===== config.mk =====
export PLATFORM = sky130hd
export DESIGN_NAME = dcache_req_ctrl
export DESIGN_NICKNAME = d
export VERILOG_FILES = /design/src/rtl/dcache_req_ctrl.sv
export SDC_FILE = /design/constraint.sdc
export NUM_CORES = 1
export LEC_CHECK = 0
export ABC_CLOCK_PERIOD_IN_PS = 4800
export BUFFER_PORTS_ARGS = -buffer_cell sky130_fd_sc_hd__buf_2
export CAP_MARGIN = 25
export CORE_AREA = 2 2 157 159
export CTS_CLUSTER_SIZE = 25
export DETAILED_ROUTE_END_ITERATION = 10
export DIE_AREA = 0 0 159 161
export PLACE_DENSITY = 0.61
export SLEW_MARGIN = 25
export SYNTH_ARGS = -nofsm -noshare
export SYNTH_HDL_FRONTEND = slang
export SYNTH_SLANG_ARGS = --single-unit

===== constraint.sdc =====
create_clock -name clk_i -period 4.8 [get_ports clk_i]
set_clock_uncertainty 0.05 [all_clocks]
set_input_delay 0.24 -clock clk_i [delete_from_list [all_inputs] [get_ports clk_i]]
set_output_delay 0.24 -clock clk_i [all_outputs]
set_load 0.01 [all_outputs]

===== src/rtl/dcache_req_ctrl.sv =====
// dcache_req_ctrl: CPU-side initiator of the DMEM request/response protocol.
// Accepts one memory op at a time from the pipeline and drives the DMEM request channel.
// Retries nacked requests. Discards killed ops. Returns exactly one response (data, exception
// or error) for each op that survives.
//
// Optional feature macro: DCACHE_REQ_TIMEOUT_EN adds a wait-cycle timeout (TIMEOUT_CYC).
//
// Ports
//   clk_i, rst_i               clock, synchronous active-high reset
//   req_*_i / req_ready_o      pipeline op handshake (ready only while idle)
//   req_kill_i                 flush of the in-flight op
//   resp_*_o                   one-cycle response pulse with data / exception bits / error
//   dmem_req_*_o, ready_i      DMEM request channel, payload held stable while valid
//   dmem_req_kill_o            kill for the last accepted request
//   dmem_resp_*_i, xcpt_*_i    DMEM response, nack and exception inputs
//   dmem_ordered_i             all prior DMEM ops complete (used by fences)
module dcache_req_ctrl #(
    parameter int unsigned ADDR_W   = 40,
    parameter int unsigned DATA_W   = 64,
    parameter int unsigned TAG_W    = 8,
    parameter int unsigned MAX_NACK = 15
`ifdef DCACHE_REQ_TIMEOUT_EN
    ,
    parameter int unsigned TIMEOUT_CYC = 1024
`endif
) (
    input  logic              clk_i,
    input  logic              rst_i,
    input  logic              req_valid_i,
    output logic              req_ready_o,
    input  logic [ADDR_W-1:0] req_addr_i,
    input  logic [DATA_W-1:0] req_wdata_i,
    input  logic [4:0]        req_cmd_i,
    input  logic [2:0]        req_typ_i,
    input  logic              req_kill_i,
    output logic              resp_valid_o,
    output logic [DATA_W-1:0] resp_data_o,
    output logic [3:0]        resp_xcpt_o,
    output logic              resp_err_o,
    output logic              dmem_req_valid_o,
    input  logic              dmem_req_ready_i,
    output logic [ADDR_W-1:0] dmem_req_addr_o,
    output logic [4:0]        dmem_req_cmd_o,
    output logic [2:0]        dmem_req_typ_o,
    output logic [DATA_W-1:0] dmem_req_data_o,
    output logic [TAG_W-1:0]  dmem_req_tag_o,
    output logic              dmem_req_kill_o,
    input  logic              dmem_resp_valid_i,
    input  logic [TAG_W-1:0]  dmem_resp_tag_i,
    input  logic [DATA_W-1:0] dmem_resp_data_i,
    input  logic              dmem_resp_nack_i,
    input  logic              dmem_resp_replay_i,
    input  logic              dmem_xcpt_ma_st_i,
    input  logic              dmem_xcpt_ma_ld_i,
    input  logic              dmem_xcpt_pf_st_i,
    input  logic              dmem_xcpt_pf_ld_i,
    input  logic              dmem_ordered_i
);

    localparam logic [4:0] CmdXwr   = 5'b00001;  // plain store: no load data returned
    localparam logic [4:0] CmdFence = 5'b10100;

    typedef enum logic [2:0] {StIdle, StReq, StWait, StDrain, StFence} state_e;

    state_e              state_q;
    logic [ADDR_W-1:0]   addr_q;
    logic [DATA_W-1:0]   wdata_q;
    logic [4:0]          cmd_q;
    logic [2:0]          typ_q;
    logic [TAG_W-1:0]    tag_q;
    logic [TAG_W-1:0]    wait_tag_q;
    logic [3:0]          nack_cnt_q;
    logic                kill_q;
    logic                resp_valid_q;
    logic [DATA_W-1:0]   resp_data_q;
    logic [3:0]          resp_xcpt_q;
    logic                resp_err_q;

    logic [3:0] xcpt_vec;
    logic       xcpt_any;
    logic       resp_hit;
    logic       to_expired;

    assign xcpt_vec = {dmem_xcpt_ma_st_i, dmem_xcpt_ma_ld_i, dmem_xcpt_pf_st_i, dmem_xcpt_pf_ld_i};
    assign xcpt_any = |xcpt_vec;
    // A replayed response always has valid set as well, so OR-ing it in changes nothing.
    assign resp_hit = (dmem_resp_valid_i || dmem_resp_replay_i) && (dmem_resp_tag_i == wait_tag_q);

`ifdef DCACHE_REQ_TIMEOUT_EN
    localparam int unsigned ToW = $clog2(TIMEOUT_CYC + 1);
    logic [ToW-1:0] to_cnt_q;
    assign to_expired = (to_cnt_q == ToW'(TIMEOUT_CYC - 1));
`else
    assign to_expired = 1'b0;
`endif

    always_ff @(posedge clk_i) begin
        if (rst_i) begin
            state_q      <= StIdle;
            addr_q       <= '0;
            wdata_q      <= '0;
            cmd_q        <= '0;
            typ_q        <= '0;
            tag_q        <= '0;
            wait_tag_q   <= '0;
            nack_cnt_q   <= '0;
            kill_q       <= 1'b0;
            resp_valid_q <= 1'b0;
            resp_data_q  <= '0;
            resp_xcpt_q  <= '0;
            resp_err_q   <= 1'b0;
`ifdef DCACHE_REQ_TIMEOUT_EN
            to_cnt_q     <= '0;
`endif
        end else begin
            resp_valid_q <= 1'b0;
            resp_data_q  <= '0;
            resp_xcpt_q  <= '0;
            resp_err_q   <= 1'b0;
            kill_q       <= 1'b0;
`ifdef DCACHE_REQ_TIMEOUT_EN
            // Idle/Req clear the counter so every waiting state is entered from zero.
            if (state_q == StIdle || state_q == StReq) to_cnt_q <= '0;
            else                                       to_cnt_q <= to_cnt_q + 1'b1;
`endif
            unique case (state_q)
                StIdle: begin
                    if (req_valid_i) begin
                        addr_q     <= req_addr_i;
                        wdata_q    <= req_wdata_i;
                        cmd_q      <= req_cmd_i;
                        typ_q      <= req_typ_i;
                        nack_cnt_q <= '0;
                        state_q    <= (req_cmd_i == CmdFence) ? StFence : StReq;
                    end
                end
                StReq: begin
                    if (dmem_req_ready_i) begin
                        wait_tag_q <= tag_q;
                        tag_q      <= tag_q + 1'b1;
                        if (req_kill_i) begin
                            kill_q  <= 1'b1;
                            state_q <= StDrain;
                        end else begin
                            state_q <= StWait;
                        end
                    end else if (req_kill_i) begin
                        state_q <= StIdle;
                    end
                end
                StWait: begin
                    if (req_kill_i) begin
                        kill_q  <= 1'b1;
                        // If the op completes in the kill cycle there is nothing left to drain.
                        state_q <= (xcpt_any || dmem_resp_nack_i || resp_hit) ? StIdle : StDrain;
`ifdef DCACHE_REQ_TIMEOUT_EN
                        to_cnt_q <= '0;
`endif
                    end else if (xcpt_any) begin
                        resp_valid_q <= 1'b1;
                        resp_xcpt_q  <= xcpt_vec;
                        state_q      <= StIdle;
                    end else if (dmem_resp_nack_i) begin
                        nack_cnt_q <= nack_cnt_q + 4'd1;
                        if (nack_cnt_q == 4'(MAX_NACK)) begin
                            resp_valid_q <= 1'b1;
                            resp_err_q   <= 1'b1;
                            state_q      <= StIdle;
                        end else begin
                            state_q <= StReq;
                        end
                    end else if (resp_hit) begin
                        resp_valid_q <= 1'b1;
                        resp_data_q  <= (cmd_q == CmdXwr) ? '0 : dmem_resp_data_i;
                        nack_cnt_q   <= '0;
                        state_q      <= StIdle;
                    end else if (to_expired) begin
                        resp_valid_q <= 1'b1;
                        resp_err_q   <= 1'b1;
                        state_q      <= StIdle;
                    end
                end
                StDrain: begin
                    if (xcpt_any || dmem_resp_nack_i || resp_hit || to_expired) state_q <= StIdle;
                end
                StFence: begin
                    if (req_kill_i) begin
                        state_q <= StIdle;
                    end else if (dmem_ordered_i) begin
                        resp_valid_q <= 1'b1;
                        state_q      <= StIdle;
                    end else if (to_expired) begin
                        resp_valid_q <= 1'b1;
                        resp_err_q   <= 1'b1;
                        state_q      <= StIdle;
                    end
                end
                default: state_q <= StIdle;
            endcase
        end
    end

    assign req_ready_o      = (state_q == StIdle);
    assign dmem_req_valid_o = (state_q == StReq);
    assign dmem_req_addr_o  = addr_q;
    assign dmem_req_cmd_o   = cmd_q;
    assign dmem_req_typ_o   = typ_q;
    assign dmem_req_data_o  = wdata_q;
    assign dmem_req_tag_o   = tag_q;
    assign dmem_req_kill_o  = kill_q;
    assign resp_valid_o     = resp_valid_q;
    assign resp_data_o      = resp_data_q;
    assign resp_xcpt_o      = resp_xcpt_q;
    assign resp_err_o       = resp_err_q;

endmodule


After elaboration in Yosys (flattened, before gate mapping)
Cells that the tools add are included.

storage, ports and cells
  memories = 0
  register bits = 206
  output and inout bits = 193
  bits of input ports = 197
  logic and storage cells = 81
  bits in read-only memories = 0
  latch bits = 0
  RAM bits = 0

operators by class
  reduce and logical (&&, ||, !) cells = 14
  eq/ne operators = 16
  multipliers = 0
  divide/modulo/power cells = 0
  $lt $le $gt $ge = 0
  shifts and indexed selects = 0
  bitwise operators = 4
  add/subtract/negate cells = 2
  multiplexer cells = 32

operator list
  kind                                           number
  2-to-1 mux 3 bit                               11
  2-to-1 mux 4 bit                               5
  one-hot mux 3 bit (5 select lines)             1
  2-to-1 mux 1 bit                               11
  AND reduction 5 bit                            2
  OR reduction 10 bit                            1
  adder 8 x 1 -> 8 bit, second input constant    1
  == test 8 bit                                  1
  != test 2 bit, second input constant           4
  one-hot mux 4 bit (2 select lines)             1
  OR reduction 4 bit                             2
  OR reduction 8 bit                             1
  == test 3 x 2 -> 1 bit, second input constant  2
  != test 3 bit, second input constant           2
  == test 5 x 1 -> 1 bit, second input constant  1
  == test 5 bit, second input constant           1
  != test 5 bit, second input constant           1
  adder 4 x 1 -> 4 bit, second input constant    1
  == test 4 bit, second input constant           1
  inverter 1 bit                                 4
  one-hot mux 1 bit (2 select lines)             2
  AND reduction 2 bit                            2
  == test 3 x 1 -> 1 bit, second input constant  1
  == test 3 bit, second input constant           1
  other kinds (6)                                8

Logic depth before layout (Yosys ltp)
  depth in word-level cells = 7
  gate-level depth with buffers = 8
  mapped depth without buffers = 5

Least setup slack after synthesis
OpenSTA, ideal clock, no wires.

  path kind = flip-flop to flip-flop
  from = register cmd_q[1], in the netlist dmem_req_cmd_o[1]
  to = register resp_data_q[10], in the netlist resp_data_o[10]
  data required time = 4.635 ns
  clock period less this slack = 1.793 ns
  path buffers = 1
  library setup time = 0.115 ns
  path slack = 3.007 ns
  arrival time = 1.628 ns
  stages on the path, launching flop included = 6
  cells stage by stage = dfxtp_1 or4b_2 o211ai_1 nor3_4 buf_6 and2_1

between the ends
  longest elaborated chain between the ends = 2

ends and longest elaborated chain
  item                           line  RTL
  start: declaration             68    logic [4:0] cmd_q;
  start signal: assignment       131   cmd_q <= req_cmd_i;
  == test 5 x 1 -> 1 bit         174   resp_data_q <= (cmd_q == CmdXwr) ? '0 : dmem_resp_data_i;
  OR reduction 10 bit (no line)  -
  end signal: assignment         174
  end: declaration               75    logic [DATA_W-1:0] resp_data_q;

No other way between the ends.
A chain may end at the register's enable or synchronous reset.

Worst setup path in the final report
  from = register state_q[1]
  to = register addr_q[16], in the netlist dmem_req_addr_o[16]

between the ends
  longest elaborated chain between the ends = 2

ends and longest elaborated chain
  item                           line  RTL
  start: declaration             65    state_e state_q;
  start signal: assignment       99    state_q <= StIdle;
  start signal: assignment       134   state_q <= (req_cmd_i == CmdFence) ? StFence : StReq;
  start signal: assignment       143   state_q <= StDrain;
  zero test 3 bit                126   unique case (state_q)
  AND reduction 2 bit (no line)  -
  end signal: assignment         129   addr_q <= req_addr_i;
  end: declaration               66    logic [ADDR_W-1:0] addr_q;

No other way between the ends.

==> summary.txt <==
Outcome
  – Status: completed

Synth
  – Fraction of registers with async set/reset: 0
  – Synthesis Warnings: 0
  – Synth cell types: 41
  – Synth Register Bits: 206
  – Cells after Synth: 794
  – Number of enable flip-flop cells after synthesis: 0
  – Synthesized cell area: 0.00703 mm^2
  – Syn_nets: 993
  – Main synth FF type: dfxtp_1
  – Syn Area/Cell: 8.86 um^2
  – Seq/Total Area, Yosys: 0.586

Placed design
  – Setup WS pre-CTS: 2.41 ns
  – Placed cell area: 0.00919 mm^2
  – Number of port buffers: 389
  – Placer Congestion: 0.791
  – Post-DP HPWL: 14400 um
  – Placed insts: 1460

Global routing
  – Largest net degree at the start of global routing: 113
  – GRT Residual Overflow: 0
  – First-pass GRT wire length: 38500 um
  – Vias in the first global route: 7620
  – GRT Total Usage: 0.181
  – Antenna violations before repair: 2

Final layout
  – Final core utilization: 0.495
  – Most frequent cells in the layout: 388 x buf_2, 251 x nand2_1, 206 x dfxtp_1
  – Final instance area: 0.0119 mm^2
  – Area growth syn-to-layout: 68.8%
  – Final Non-Filler Cells: 1683
  – Commonest non-fill, non-tap cell in the layout: buf_2
  – # nets final: 1542
  – Share of layout cells above drive strength 1: 0.327

Die
  – # IOs: 390
  – Row Count: 57
  – Core area: 0.0240 mm^2
  – Starting Density: 0.293
  – Die area: 0.0256 mm^2
  – Chip Width: 159 um
  – Die height: 161 um

STA
  – Final Setup Violations: 0
  – Worst hold margin: 0.0518 ns
  – Count of pins over their slew limit: 0
  – Final hold violation count: 0
  – Tcrit/Tclk final: 0.503
  – Fin Setup TNS: 0 ns
  – Min cycle time layout: 2.41 ns
  – Least-Margin Pin Slew: 0.851 ns
  – RSZ-0062 raised after global routing: false
  – Max transition margin: 0.433
  – FMAX: 0.414 GHz
  – Setup WS post-layout: 2.39 ns

Worst hold path
  – Hold worst-path end: resp_err_o
  – Worst hold path depth: 3
  – Worst Hold Class: in2reg
  – HP Start: dmem_resp_nack_i

Routing
  – Pre-antenna DRT Iters: 6
  – Vias per cell: 4.42
  – Post-DRT Antenna Nets: 0
  – Via count: 7431
  – Routed WL: 24000 um
  – Remaining DRCs: 0
  – First DRT Iteration DRCs: 422
  – Routed len/inst: 14.3 um

Power and ir drop
  – Leak: 5.59 nW
  – Pwr Total: 4.39 mW
  – Pwr dens: 370 mW/mm^2
  – Worst vdd ir: 0.229 mV

Clocking
  – Clock Path Buffers: 3
  – # clock sinks: 206
  – TritonCTS clock tree: done
  – Htree depth: 1
  – Root Buffer: clkbuf_16
  – Worst-path clk slew: 0.06 ns
  – Clock Latency Late Sink: 0.51 ns
  – Number of CTS-inserted buffers: 24

Critical path
  – Reg2reg end: dmem_req_addr_o[16]
  – Crit path max-delay family: buffers and inverters
  – Crit-path cells: or3_1, inv_1, nand2_4, buf_4, nand2_1, a21oi_1
  – Reg-to-reg setup timing slack: 2.39 ns
  – Max FO, Critical Path: 73
  – CP endpoint kind: flip-flop
  – Critical path data required time: 5.18 ns
  – RR Startpoint: state_q[1]
  – R2R depth: 6
  – CP Launch Type: flip-flop
  – Critical path class: reg2reg
  – Crit path DAT: 2.80 ns
  – CP peak stage delay: 0.68 ns
  – Crit path max-delay cell type: buf_4
  – CP bufs+invs: 2

Run
  – Max-cap violation count: 0
per-layer routing:
layer  share of wire  global-route usage  vias to the layer above
li1                -                   -                     3664
met1            0.39               0.198                     3379
met2            0.50               0.329                      315
met3           0.076              0.0490                       71
met4           0.042              0.0814                        2
met5         0.00054                   0                        -
final cells by class:
class	instances	area, um^2
fill	2133	12100
sequential	206	4120
timing repair buffer	574	3800
multi-input combinational	533	2660
clock buffer	31	708
tap	324	405
clock inverter	10	150
inverter	4	15.0
antenna	1	2.50
what timing repair did:
item                                   CTS  global route
setup buffers                            0             0
resized for setup                        0             0
endpoints found under the hold margin  181             0
hold buffers                           181             0
registers in the layout (all words and copies together), names as in the netlist, 4 cells and up:
name / count
dmem_req_addr_o: 40
dmem_req_cmd_o: 5
dmem_req_data_o: 64
dmem_req_tag_o: 8
nack_cnt_q: 4
resp_data_o: 64
resp_xcpt_o: 4
wait_tag_q: 8
power by group:
group | leakage (nW) | switching, mW | internal, mW
registers | 1.68 | 0.0477 | 1.79
logic | 3.49 | 0.314 | 0.284
clock network | 0.431 | 0.703 | 1.24
total | 5.59 | 1.07 | 3.32
cells by family after synthesis:
family / synth area share
buffers and inverters: 0.0379
flip-flops: 0.586
XOR/XNOR: 0.0199
adder cells (fa/ha/maj): 0.00356
AND/OR/NAND/NOR: 0.245
AO/OA/AOI/OAI: 0.107
cells in the mapped netlist (4+ instances only):
master | n | share of area
and2_1 | 68 | 0.060
dfxtp_1 | 206 | 0.59
nor2_1 | 18 | 0.0096
buf_2 | 12 | 0.0085
buf_6 | 6 | 0.0096
nand2_1 | 252 | 0.13
nand4_1 | 6 | 0.0053
nor3b_1 | 6 | 0.0064
clkbuf_1 | 33 | 0.018
inv_1 | 4 | 0.0021
a31oi_1 | 4 | 0.0036
xor2_1 | 13 | 0.016
nor3_1 | 4 | 0.0028
a21oi_1 | 125 | 0.089
worst max path at each step:
stage	endpoint	cells after the start	from	slack (ns)
floorplan	resp_data_o[10]	5	dmem_req_cmd_o[1]	3.01
global placement	dmem_req_addr_o[7]	6	state_q[1]	2.44
detailed placement	dmem_req_data_o[7]	6	state_q[1]	2.41
CTS	dmem_req_data_o[47]	6	state_q[1]	2.39
global route	dmem_req_data_o[53]	6	state_q[1]	2.13
finish	dmem_req_addr_o[16]	6	state_q[1]	2.39
worst reg2reg max path, cell delays in order, from the launching register on:
cell and delay (ns):
dfxtp_1 0.58, or3_1 0.22, inv_1 0.09, nand2_4 0.35
buf_4 0.70, nand2_1 0.18, a21oi_1 0.18
(Power assumes the default switching activity.)
